==> config.mk <==
export PLATFORM = sky130hd
export DESIGN_NAME = adder_share_arbiter
export DESIGN_NICKNAME = d
export VERILOG_FILES = /design/src/rtl/adder_share_arbiter.sv
export SDC_FILE = /design/constraint.sdc
export NUM_CORES = 1
export LEC_CHECK = 0
export BUFFER_PORTS_ARGS = -buffer_cell sky130_fd_sc_hd__buf_2
export CAP_MARGIN = 20
export CORE_MARGIN = 2
export CORE_UTILIZATION = 41
export CTS_BUF_LIST = sky130_fd_sc_hd__clkbuf_8
export DETAILED_ROUTE_END_ITERATION = 12
export PLACE_DENSITY = 0.74
export SLEW_MARGIN = 20
export SYNTH_ARGS = -nofsm -noshare
export SYNTH_HDL_FRONTEND = slang
export SYNTH_SLANG_ARGS = --single-unit
==> constraint.sdc <==
create_clock -name clk -period 5.7 [get_ports clk]
set_input_delay 0.285 -clock clk [delete_from_list [all_inputs] [get_ports clk]]
set_output_delay 0.285 -clock clk [all_outputs]
set_load 0.01 [all_outputs]
==> src/rtl/adder_share_arbiter.sv <==
`default_nettype none
// ============================================================================
// Module   : adder_share_arbiter
// Brief    : Round-robin valid/ready front end sharing one 8b+12b adder
//            between NREQ requesters; registered, index-tagged result.
//            Optional saturating overflow counter: ADDER_SHARE_ARB_OVF_CNT_EN
// Revision : 1.0 - initial release
// ============================================================================
module adder_share_arbiter #(
    parameter int NREQ = 4,
    parameter int IDW  = 2
) (
    input  logic                 clk,
    input  logic                 rst,
    input  logic [NREQ-1:0]      req_valid,
    output logic [NREQ-1:0]      req_ready,
    input  logic [8*NREQ-1:0]    req_x,
    input  logic [12*NREQ-1:0]   req_y,
    output logic                 out_valid,
    input  logic                 out_ready,
    output logic [12:0]          out_sum,
    output logic [IDW-1:0]       out_id,
    output logic                 busy
`ifdef ADDER_SHARE_ARB_OVF_CNT_EN
    ,
    input  logic                 clr_ovf,
    output logic [15:0]          ovf_cnt
`endif
);

    logic             r_out_valid;
    logic [12:0]      r_out_sum;
    logic [IDW-1:0]   r_out_id;
    logic [IDW-1:0]   r_ptr;

    logic             w_hi_found;
    logic [IDW-1:0]   w_hi_id;
    logic             w_lo_found;
    logic [IDW-1:0]   w_lo_id;
    logic             w_found;
    logic [IDW-1:0]   w_grant_id;
    logic             w_free;
    logic             w_grant;
    logic [7:0]       w_x;
    logic [11:0]      w_y;
    logic [12:0]      w_sum;
    logic [IDW-1:0]   w_ptr_next;

    // Rotating priority as two fixed-priority passes: indices at or above
    // the pointer win first, otherwise the lowest valid index wraps around.
    always_comb begin
        w_hi_found = 1'b0;
        w_hi_id    = '0;
        w_lo_found = 1'b0;
        w_lo_id    = '0;
        for (int i = 0; i < NREQ; i++) begin
            if (!w_hi_found && req_valid[i] && (IDW'(i) >= r_ptr)) begin
                w_hi_found = 1'b1;
                w_hi_id    = IDW'(i);
            end
            if (!w_lo_found && req_valid[i]) begin
                w_lo_found = 1'b1;
                w_lo_id    = IDW'(i);
            end
        end
        w_found    = w_hi_found || w_lo_found;
        w_grant_id = w_hi_found ? w_hi_id : w_lo_id;
    end

    always_comb begin
        w_x = '0;
        w_y = '0;
        for (int i = 0; i < NREQ; i++) begin
            if (w_grant_id == IDW'(i)) begin
                w_x = req_x[8*i +: 8];
                w_y = req_y[12*i +: 12];
            end
        end
    end

    assign w_sum      = {5'b0, w_x} + {1'b0, w_y};
    assign w_free     = !r_out_valid || out_ready;
    assign w_grant    = w_found && w_free && !rst;
    assign w_ptr_next = (w_grant_id == IDW'(NREQ-1)) ? '0 : w_grant_id + 1'b1;

    for (genvar g = 0; g < NREQ; g++) begin : g_ready
        assign req_ready[g] = w_grant && (w_grant_id == IDW'(g));
    end

    always_ff @(posedge clk) begin
        if (rst) begin
            r_out_valid <= 1'b0;
            r_out_sum   <= '0;
            r_out_id    <= '0;
            r_ptr       <= '0;
        end else if (w_grant) begin
            r_out_valid <= 1'b1;
            r_out_sum   <= w_sum;
            r_out_id    <= w_grant_id;
            r_ptr       <= w_ptr_next;
        end else if (out_ready) begin
            r_out_valid <= 1'b0;
        end
    end

    assign out_valid = r_out_valid;
    assign out_sum   = r_out_sum;
    assign out_id    = r_out_id;
    assign busy      = r_out_valid && !out_ready;

`ifdef ADDER_SHARE_ARB_OVF_CNT_EN
    logic [15:0] r_ovf_cnt;
    logic        w_ovf_hit;

    assign w_ovf_hit = w_grant && w_sum[12];

    // A clear coinciding with an overflow accept leaves that accept counted.
    always_ff @(posedge clk) begin
        if (rst) begin
            r_ovf_cnt <= '0;
        end else if (clr_ovf) begin
            r_ovf_cnt <= w_ovf_hit ? 16'd1 : 16'd0;
        end else if (w_ovf_hit && (r_ovf_cnt != 16'hFFFF)) begin
            r_ovf_cnt <= r_ovf_cnt + 16'd1;
        end
    end

    assign ovf_cnt = r_ovf_cnt;
`endif

endmodule
`default_nettype wire

==> metrics.md, run 1 <==
| Metric | Value |
|---|---|
| CTS tree | `yes` |
| Crit path kind | `flop to flop` |
| Setup tns final | `0 ps` |
| Yosys reg bits | `18` |
| Critical Path RT | `5850 ps` |
| Reg-to-reg slack, setup | `1340 ps` |
| VDD IR-drop max | `between 100 and 150 µV` |
| Post-route ant nets | `0` |
| Pins Over Slew Limit | `0` |
| First-pass GRT wire length | `7.88 mm` |
| Fin nets | `around 460` |
| Post-CTS Setup Bufs | `0` |
| Layout area overhead | `31.4%` |
| Mapped Area | `roughly 0.0018 mm²` |
| Initial antenna violation count | `0` |
| Vias in the first global route | `1818` |
| DP HPWL | `3.83 mm` |
| Via Count | `roughly 2000` |
| Clk buf depth | `2` |
| Hold buffers post-CTS | `0` |
| Num CTS Buffers | `3` |
| Syn nets | `~360` |
| Status | `completed` |
| Critical Path Start | `r_ptr[1]` |
| Ant diodes | `0` |
| Worst Path Max Fanout | `28` |
| Max frequency | `230 MHz` |
| Min cycle time layout | `around 4400 ps` |
| Ys Warns | `0` |
| Drt wl/cell | `~11 µm` |
| Clock Sinks | `18` |
| Initial detailed-routing violation count | `71` |
| DR DRC count | `0` |
| Sequential area share after synthesis | `between 10% and 20%` |
| Final WS setup | `1340 ps` |
| Initial core utilization | `around 42%` |
| Mapped Avg Cell Area | `around 7.2 µm²` |
| Ys async rst share | `0%` |
| Synth top area share | `between 10% and 20%` |
| Post-synth EDFFs | `0` |
| Fin. Hold Viols | `0` |
| Critical path's slowest cell | `a311oi_2` |
| Synth Flop Type | `dfxtp_1` |
| Iteration count of the initial detailed-routing pass | `5` |
| Largest cells by area after synthesis | `dfxtp_1 20%, a21oi_1 11%, nand2_1 8.9%, ha_1 8.1%, a22oi_1 5.7%` |
| Hold Crit Class | `primary input to flop` |
| Gate Count Post-Synth | `~260` |
| RSZ-0062 raised after global routing | `no` |
| Root buf cell | `clkbuf_8` |
| PostCTS Resize Cnt | `0` |
| Yosys top cell by area | `dfxtp_1` |
| Gp weighted congestion | `between 0.8 and 0.9` |
| Core box area | `0.00435 mm²` |
| Critical path arrival | `4500 ps` |
| WL final | `4.65 mm` |
| Max incr delay on CP | `around 460 ps` |
| Type of element capturing the critical path | `flop` |
| Chip Width | `71.1 µm` |
| Critical R2R Launch | `r_ptr[1]` |
| Port Buffers | `approximately 110` |
| Final period util | `about three quarters` |
| Slew of the pin with the lowest slew margin | `between 800 and 900 ps` |
| DIE AREA | `0.00505 mm²` |
| FF-to-FF path depth | `18` |
| Tot GR Track Use | `a little under a fifth` |
| Via/cell ratio | `5.01` |
| Final hold slack | `322 ps` |
| CP Launch Type | `flop` |
| Reg clk slew, reported paths | `~70 ps` |
| Slew HR | `slightly above 40%` |
| CP cell instances | `mux2i_1 > nor2_1 > a311oi_2 > ha_1 > buf_4 > and2b_1 > a22oi_1 > nor2_1 > a21oi_1 > o21ai_1 > ha_1 > fa_1 > a21o_1 > a221oi_2 > a22oi_2 > nand3_2 > xnor2_1 > a22o_1` |
| Total grt overflow | `0` |
| Leakage | `0.00119 µW` |
| H-Tree Depth | `1` |
| Max Clock Skew | `between 3 and 4 ps` |
| Setup WS pre-CTS | `about 1400 ps` |
| I/O Pins | `108` |
| Max-cap viol count | `0` |
| Largest net degree at the start of global routing | `37` |
| R2R Path End | `out_sum[10]` |
| Clk_lat worst skew | `250 ps` |
| Pwr Density | `a little under 300 mW/mm²` |
| Final setup vio count | `0` |
| Crit path to | `out_sum[10]` |
| Unique masters post-synth | `46` |
| Layout cells sized above 1 | `a little over a third` |
| Row count | `24` |
| Die H | `~71 µm` |
cells by family after synthesis:
group | after synthesis | share of synthesized area (%)
and+or+nand+nor | 96 | 25.1
AOI/OAI and AO/OA | 95 | 33.9
buffers and inverters | 25 | 6.98
DFF | 18 | 19.5
adders and majority gates | 13 | 9.22
xor gates and xnor gates | 10 | 4.75
muxes | 1 | 0.542
metal layers:
metal  GRT usage (%)  vias up  share of wire [%]
li1                -     1110                  -
met1            27.6      842                 50
met2            28.1       79                 42
met3            1.85        7                6.2
met4            7.55        0                1.8
met5               0        -                  0
cells in the final DEF, fill, tap and decap left out, types with 7 or more instances in the layout:
cell	instances
inv_1	8
a22oi_1	14
nand2_1	44
a21oi_1	39
o21ai_0	12
buf_2	107
xnor2_1	8
o21ai_1	7
ha_1	12
dfxtp_1	18
nor2_1	27
report_power, final:
group          internal, µW  switching (µW)  leakage (µW)
combinational           199             246       0.00101
sequential              157            16.7      0.000149
clock                  61.4            41.0     0.0000288
total                   418             304       0.00119
critical path: cells and delay by family, from the launching register on:
kind / cells / cell delay, ps
AOI/OAI and AO/OA: 8 / 1770
xor gates and xnor gates: 1 / 60
adders and majority gates: 3 / 910
buffers and inverters: 1 / 250
DFF: 1 / 440
muxes: 1 / 230
and+or+nand+nor: 4 / 590
registers in the layout, summed over array words and instances (netlist names):
register,cells
r_ptr,2
out_valid,1
out_id,2
out_sum,13
worst min path at each step:
stage / from / endpoint / slack, ps / cells past startpoint
after floorplan: req_valid[3] / out_valid / 460 / 2
after global placement: out_id[0] / out_id[0] / 440 / 2
after detailed placement: out_id[0] / out_id[0] / 450 / 2
after CTS: out_ready / out_valid / 320 / 3
after global routing: out_ready / out_valid / 350 / 3
final: out_ready / out_valid / 320 / 3
through the flow:
stage	util, %	total power, µW	cells	instance area, µm²
final	55.7	722	407	2420
after global routing	55.7	794	407	2420
after CTS	55.7	728	407	2420
after detailed placement	54.4	621	403	2370
after global placement	54.4	617	403	2370
after floorplan	-	507	258	1850
Yosys cell counts (2+ instances only):
| library cell | number |
|---|---|
| a211oi_1 | 4 |
| a21o_1 | 3 |
| a21oi_1 | 39 |
| a22o_1 | 2 |
| a22oi_1 | 14 |
| a31oi_2 | 2 |
| and2_1 | 3 |
| and3_1 | 2 |
| buf_2 | 5 |
| buf_6 | 2 |
| clkbuf_1 | 8 |
| dfxtp_1 | 18 |
| ha_1 | 12 |
| inv_1 | 8 |
| nand2_1 | 44 |
| nand2b_1 | 2 |
| nand3b_1 | 5 |
| nand4_1 | 2 |
| nor2_1 | 27 |
| nor2_4 | 3 |
| nor3_1 | 2 |
| o21ai_0 | 12 |
| o21ai_1 | 7 |
| o22ai_1 | 2 |
| xnor2_1 | 8 |
| xor2_1 | 2 |
layout make-up:
class                      instances  area (µm²)
fill                             444        1930
clock buffer                       4        55.1
timing repair buffer             110         558
sequential                        18         360
tap                               52        65.1
multi-input combinational        215        1360
inverter                           8        30.0
No activity file was read; power rests on OpenSTA's default activity.
==> run 2, diff against run 1 <==
Clock period 5.7 ns to 4.6 ns, I/O delays scaled along.
==> run 2 against run 1 <==
  * Maximum frequency grew 6.2%
  * Worst setup slack lost 850 ps
  * Critical endpoint unchanged
  * Clock skew hardly changed
  * Global-route usage is 0.65 points higher
==> metrics.md, run 2 (same netlist as run 1, synthesis figures left out) <==
| Metric | Value |
|---|---|
| Status | `completed` |
| Layout cells sized above 1 | `between 30% and 40%` |
| Critical Path Start | `r_ptr[1]` |
| H-Tree Depth | `1` |
| Iteration count of the initial detailed-routing pass | `5` |
| Hold Path Depth | `3` |
| Setup tns final | `0 ps` |
| Clk buf depth | `2` |
| DP HPWL | `about 4.1 mm` |
| Via/cell ratio | `around 5.1` |
| Hold EP | `out_valid` |
| Row count | `24` |
| CTS tree | `yes` |
| Commonest non-fill, non-tap cell in the layout | `buf_2` |
| Via Count | `around 2100` |
| Initial antenna violation count | `0` |
| R2R Path End | `out_sum[10]` |
| Post-route insts no fill | `408` |
| Critical R2R Launch | `r_ptr[1]` |
| FILL cells | `between 400 and 500` |
| Crit path kind | `flop to flop` |
| Total grt overflow | `0` |
| Max reg flops | `13` |
| Slew HR | `48.6%` |
| WL final | `4.99 mm` |
| Tot GR Track Use | `19.5%` |
| Largest net degree at the start of global routing | `38` |
| Vias in the first global route | `approximately 1900` |
| Hold buffers post-CTS | `0` |
| Slew of the pin with the lowest slew margin | `just under 800 ps` |
| Reg clk slew, reported paths | `approximately 70 ps` |
| Leakage | `roughly 0.0012 µW` |
| Core box area | `approximately 0.0044 mm²` |
| Post-CTS Setup Bufs | `0` |
| Initial detailed-routing violation count | `81` |
| DIE AREA | `0.00505 mm²` |
| Layout area overhead | `31.8%` |
| Final period util | `89.2%` |
| Max-cap viol count | `0` |
| Worst Path Max Fanout | `14` |
| First-pass GRT wire length | `8.18 mm` |
| Final setup vio count | `0` |
| Placed insts | `around 400` |
| Critical Path RT | `4750 ps` |
| Pwr Density | `between 300 and 400 mW/mm²` |
| Chip Width | `71.1 µm` |
| CP Launch Type | `flop` |
| Die H | `roughly 71 µm` |
| DR DRC count | `0` |
| Drt wl/cell | `12.2 µm` |
| Reg-to-reg slack, setup | `between 400 and 500 ps` |
| Fin nets | `about 460` |
| Critical path arrival | `around 4300 ps` |
| Num CTS Buffers | `3` |
| Max Clock Skew | `3.86 ps` |
| Clock Sinks | `18` |
| Post-route ant nets | `0` |
| Worst hold start | `out_ready` |
| Type of element capturing the critical path | `flop` |
| Port Buffers | `roughly 110` |
| Root buf cell | `clkbuf_8` |
| RSZ-0062 raised after global routing | `no` |
| Min cycle time layout | `~4000 ps` |
| Clk_lat worst skew | `around 250 ps` |
| Pins Over Slew Limit | `0` |
| Most frequent cells in the layout | `107 x buf_2, 44 x nand2_1, 39 x a21oi_1` |
| I/O Pins | `around 110` |
| PostCTS Resize Cnt | `0` |
| Fin. Hold Viols | `0` |
| Ant diodes | `0` |
| VDD IR-drop max | `between 150 and 200 µV` |
| Initial core utilization | `a little over two fifths` |
| FF-to-FF path depth | `19` |
| Max frequency | `between 200 and 250 MHz` |
| Hold Crit Class | `primary input to flop` |
| Gp weighted congestion | `0.854` |
==> run 2: cell types whose count changed in the layout (fill, tap and decap cells not counted), sizes merged <==
cell / previous run / this run
buf: 110 / 111
==> run 2: final cells by class <==
class	instances	area (µm²)	share of cell area, %
Tap cell	52	65.1	2.67
Clock buffer	4	55.1	2.26
Sequential cell	18	360	14.8
Timing Repair Buffer	111	566	23.3
Multi-Input combinational cell	215	1360	55.8
Inverter	8	30.0	1.23
==> run 2: per-stage QoR <==
step                      total power, µW  setup slack (ps)  hold slack (ps)  utilization [%]  cell area [µm²]
after floorplan                       629               818              405                -             1850
after global placement                767               695              436             54.6             2380
after detailed placement              779               516              447             54.6             2380
after CTS                             909               510              264             55.9             2430
after global routing                  994               185              269             55.9             2430
final                                 905               498              261             55.9             2430
==> run 2: critical path: stages, from the launching register on <==
cell	delay (ps)
dfxtp_1	440
mux2i_1	210
nor2_1	60
a311oi_2	230
buf_4	180
inv_1	60
ha_1	290
and2b_1	350
a22oi_1	240
nor2_1	60
a21oi_1	150
o21ai_1	70
ha_1	230
fa_1	410
a21o_1	210
a221oi_2	330
a22oi_2	130
nand3_2	100
xnor2_1	70
a22o_1	180
==> run 2: power breakdown <==
part / internal (µW) / switching (µW) / leakage, µW
Clock: 76.0 / 50.9 / 0.0000288
Sequential: 195 / 21.9 / 0.000149
Combinational: 249 / 313 / 0.00101
Total: 520 / 385 / 0.00119
==> run 2: routing by layer <==
layer	routed length, µm	global-route usage, %
met3	292	1.57
met5	0	0
met1	2340	26.6
met2	2320	32.9
met4	48	5.45
==> run 2: worst max-delay path by stage <==
stage,to,slack (ps),depth (start not counted)
6_report,out_sum[10],500,19
5_1_grt,out_sum[8],190,17
4_1_cts,out_sum[10],510,19
3_5_place_dp,out_sum[10],520,19
3_3_place_gp,out_sum[10],690,19
2_1_floorplan,out_sum[10],820,19
==> run 3, diff against run 2 <==
Settings changed: ABC_AREA set to 1, BUFFER_PORTS_ARGS -buffer_cell sky130_fd_sc_hd__buf_2 to -buffer_cell sky130_fd_sc_hd__clkbuf_2.
==> run 3 against run 2 <==
  * Cell count up 7.1%
  * Wire length grew 4.6%
  * Non-clock buffer count down 3
  * Clock skew shrank 3.3 ps
  * Area after synthesis down 2.6%
  * Sequential power increased by 2%
  * Critical path type unchanged
  * Die area decreased by 2.5%
==> metrics.md, run 3 <==
| Metric | Value |
|---|---|
| Slew HR | `51.4%` |
| Vias in the first global route | `roughly 2000` |
| VDD IR-drop max | `about 230 µV` |
| Initial antenna violation count | `0` |
| Leakage | `0.00133 µW` |
| Worst Path Max Fanout | `28` |
| Initial detailed-routing violation count | `approximately 130` |
| Synth top area share | `around 20%` |
| Setup WS pre-CTS | `approximately 710 ps` |
| Final setup vio count | `0` |
| Final period util | `a little under nine tenths` |
| Critical path arrival | `4070 ps` |
| PostCTS Resize Cnt | `0` |
| Most frequent cells in the layout | `107 x clkbuf_2, 65 x nand2_1, 33 x nor2_1` |
| Max-cap viol count | `0` |
| Via Count | `~2200` |
| Yosys reg bits | `18` |
| Yosys top cell by area | `dfxtp_1` |
| Placed cell area | `about 0.0023 mm²` |
| Final WS setup | `just under 700 ps` |
| CP Launch Type | `flop` |
| Gp weighted congestion | `between 0.9 and 1` |
| DIE AREA | `between 0.004 and 0.005 mm²` |
| Post-route ant nets | `0` |
| Final instance area | `~0.0024 mm²` |
| Unique masters post-synth | `34` |
| CP cell instances | `inv_1 > nand2_1 > o21ai_1 > a21oi_1 > nand2_1 > a21oi_1 > inv_1 > ha_1 > inv_1 > a21oi_1 > ha_1 > fa_1 > nand3_1 > nand2_1 > nand2_1 > nand3_1 > and2_4 > nand2_4 > nor2_2 > nand3_1 > nand2_1` |
| Chip Width | `70.2 µm` |
| Multi-input gate area | `roughly 0.0013 mm²` |
| Top cells by count, synth | `65 x nand2_1, 33 x nor2_1, 29 x a21oi_1, 24 x inv_1, 23 x o21ai_0` |
| Root buf cell | `clkbuf_8` |
| Worst path most repeated cell | `nand2_1` |
| Row count | `24` |
| Tot GR Track Use | `approximately a fifth` |
| Largest net degree at the start of global routing | `34` |
| Max Clock Skew | `0.577 ps` |
| I/O Pins | `about 110` |
| WL final | `5.22 mm` |
| Post-synth EDFFs | `0` |
| Register area | `around 360 µm²` |
| Status | `completed` |
| Type of element capturing the critical path | `flop` |
| Worst path top cell family by delay | `adder cells` |
| First-pass GRT wire length | `~8.5 mm` |
| Max incr delay on CP | `~600 ps` |
| Clock Sinks | `18` |
| Crit path buf inv count | `3` |
| Hold Crit Class | `primary input to flop` |
| Core box area | `0.00429 mm²` |
| Max reg flops | `13` |
| DP HPWL | `about 4.4 mm` |
| Min cycle time layout | `3920 ps` |
| Fin. Hold Viols | `0` |
| RSZ-0062 raised after global routing | `no` |
| Gate Count Post-Synth | `288` |
| Ys Warns | `0` |
| Initial core utilization | `approximately two fifths` |
| Pins Over Slew Limit | `0` |
| Sequential area share after synthesis | `between 20% and 30%` |
| Hold buffers post-CTS | `0` |
| Mapped Avg Cell Area | `a little over 6 µm²` |
| H-Tree Depth | `1` |
| Pwr Density | `~380 mW/mm²` |
| Critical path's slowest cell | `inv_1` |
| Num CTS Buffers | `3` |
| Max frequency | `about 260 MHz` |
| Final hold slack | `approximately 190 ps` |
| Drt wl/cell | `roughly 12 µm` |
| DR DRC count | `0` |
| Final core utilization | `a little under three fifths` |
| Most common cell in the netlist | `nand2_1` |
| Total grt overflow | `0` |
| Commonest non-fill, non-tap cell in the layout | `clkbuf_2` |
| FILL cells | `roughly 470` |
| Ant diodes | `0` |
| Port Buffers | `around 110` |
| Clk buf depth | `2` |
| Critical Path RT | `around 4800 ps` |
| Via/cell ratio | `between 5 and 6` |
| Layout area overhead | `32.0%` |
| CTS tree | `yes` |
| Setup tns final | `0 ps` |
| Largest cells by area after synthesis | `dfxtp_1 20%, nand2_1 14%, ha_1 8.4%, a21oi_1 8.1%, nor2_1 6.9%` |
| Iteration count of the initial detailed-routing pass | `4` |
| Layout cells sized above 1 | `approximately 32%` |
| Clk_lat worst skew | `around 250 ps` |
| Mapped Area | `roughly 0.0018 mm²` |
| Crit path kind | `flop to flop` |
| Synth Flop Type | `dfxtp_1` |
| Syn nets | `slightly below 400` |
| Slew of the pin with the lowest slew margin | `around 730 ps` |
| Reg clk slew, reported paths | `~60 ps` |
| Die H | `between 70 and 80 µm` |
| Ys async rst share | `0%` |
| Fin nets | `between 400 and 500` |
| Post-CTS Setup Bufs | `0` |
[run 3: changes by cell type in the layout (fill, tap and decap cells not counted), sizes merged, moves of 8 or more]
cell	before	now
nand2	44	68
inv	8	25
a21oi	39	29
nand3	2	23
clkbuf	4	110
o21ai	19	27
buf	111	1
[run 3: area by class of cell]
| cell class | count | share of cell area [%] |
|---|---|---|
| timing repair buffer | 108 | 22.9 |
| sequential | 18 | 15.2 |
| multi-input combinational | 231 | 53.4 |
| tap | 52 | 2.74 |
| inverter | 25 | 4.06 |
| clock buffer | 3 | 1.74 |
[run 3: cells by family after synthesis]
logic type                 synth area share, %
xor gates and xnor gates                  1.95
AOI/OAI and AO/OA                         27.7
and+or+nand+nor                           31.3
adders and majority gates                 9.47
buffers and inverters                     9.54
DFF                                       20.1
[run 3: worst paths after layout]
path / start / endpoint / slack (ps) / depth (start not counted)
max reg2reg: r_ptr[1] / out_sum[12] / 680 / 21
min: rst / out_valid / 190 / 2
max: r_ptr[1] / out_sum[12] / 680 / 21
min reg2reg: out_sum[0] / out_sum[0] / 470 / 2
[run 3: layer usage]
layer | share of wire [%] | global-route usage [%] | vias to the layer above
li1 | - | - | 1173
met1 | 43 | 25.2 | 973
met2 | 49 | 37.0 | 71
met3 | 6.4 | 6.06 | 9
met4 | 1.2 | 4.27 | 0
met5 | 0 | 0 | -
[run 3: worst reg2reg max path: stages, from the launching register on]
cell     delay [ps]
dfxtp_1         350
inv_1            80
nand2_1          80
o21ai_1          70
a21oi_1         200
nand2_1         130
a21oi_1         280
inv_1           110
ha_1            350
inv_1           610
a21oi_1         160
ha_1            230
fa_1            410
nand3_1         100
nand2_1         100
nand2_1          80
nand3_1          90
and2_4          160
nand2_4          50
nor2_2           40
nand3_1          70
nand2_1          50
[run 3: per-stage QoR]
stage,std cells,power (µW)
2_1_floorplan,288,648
3_3_place_gp,434,797
3_5_place_dp,434,804
4_1_cts,437,914
5_1_grt,437,1000
6_report,437,905
[run 3: report_power, final]
part | internal, µW | total (µW) | switching (µW)
combinational | 240 | 578 | 337
clock | 58.1 | 106 | 47.9
sequential | 199 | 221 | 22.8
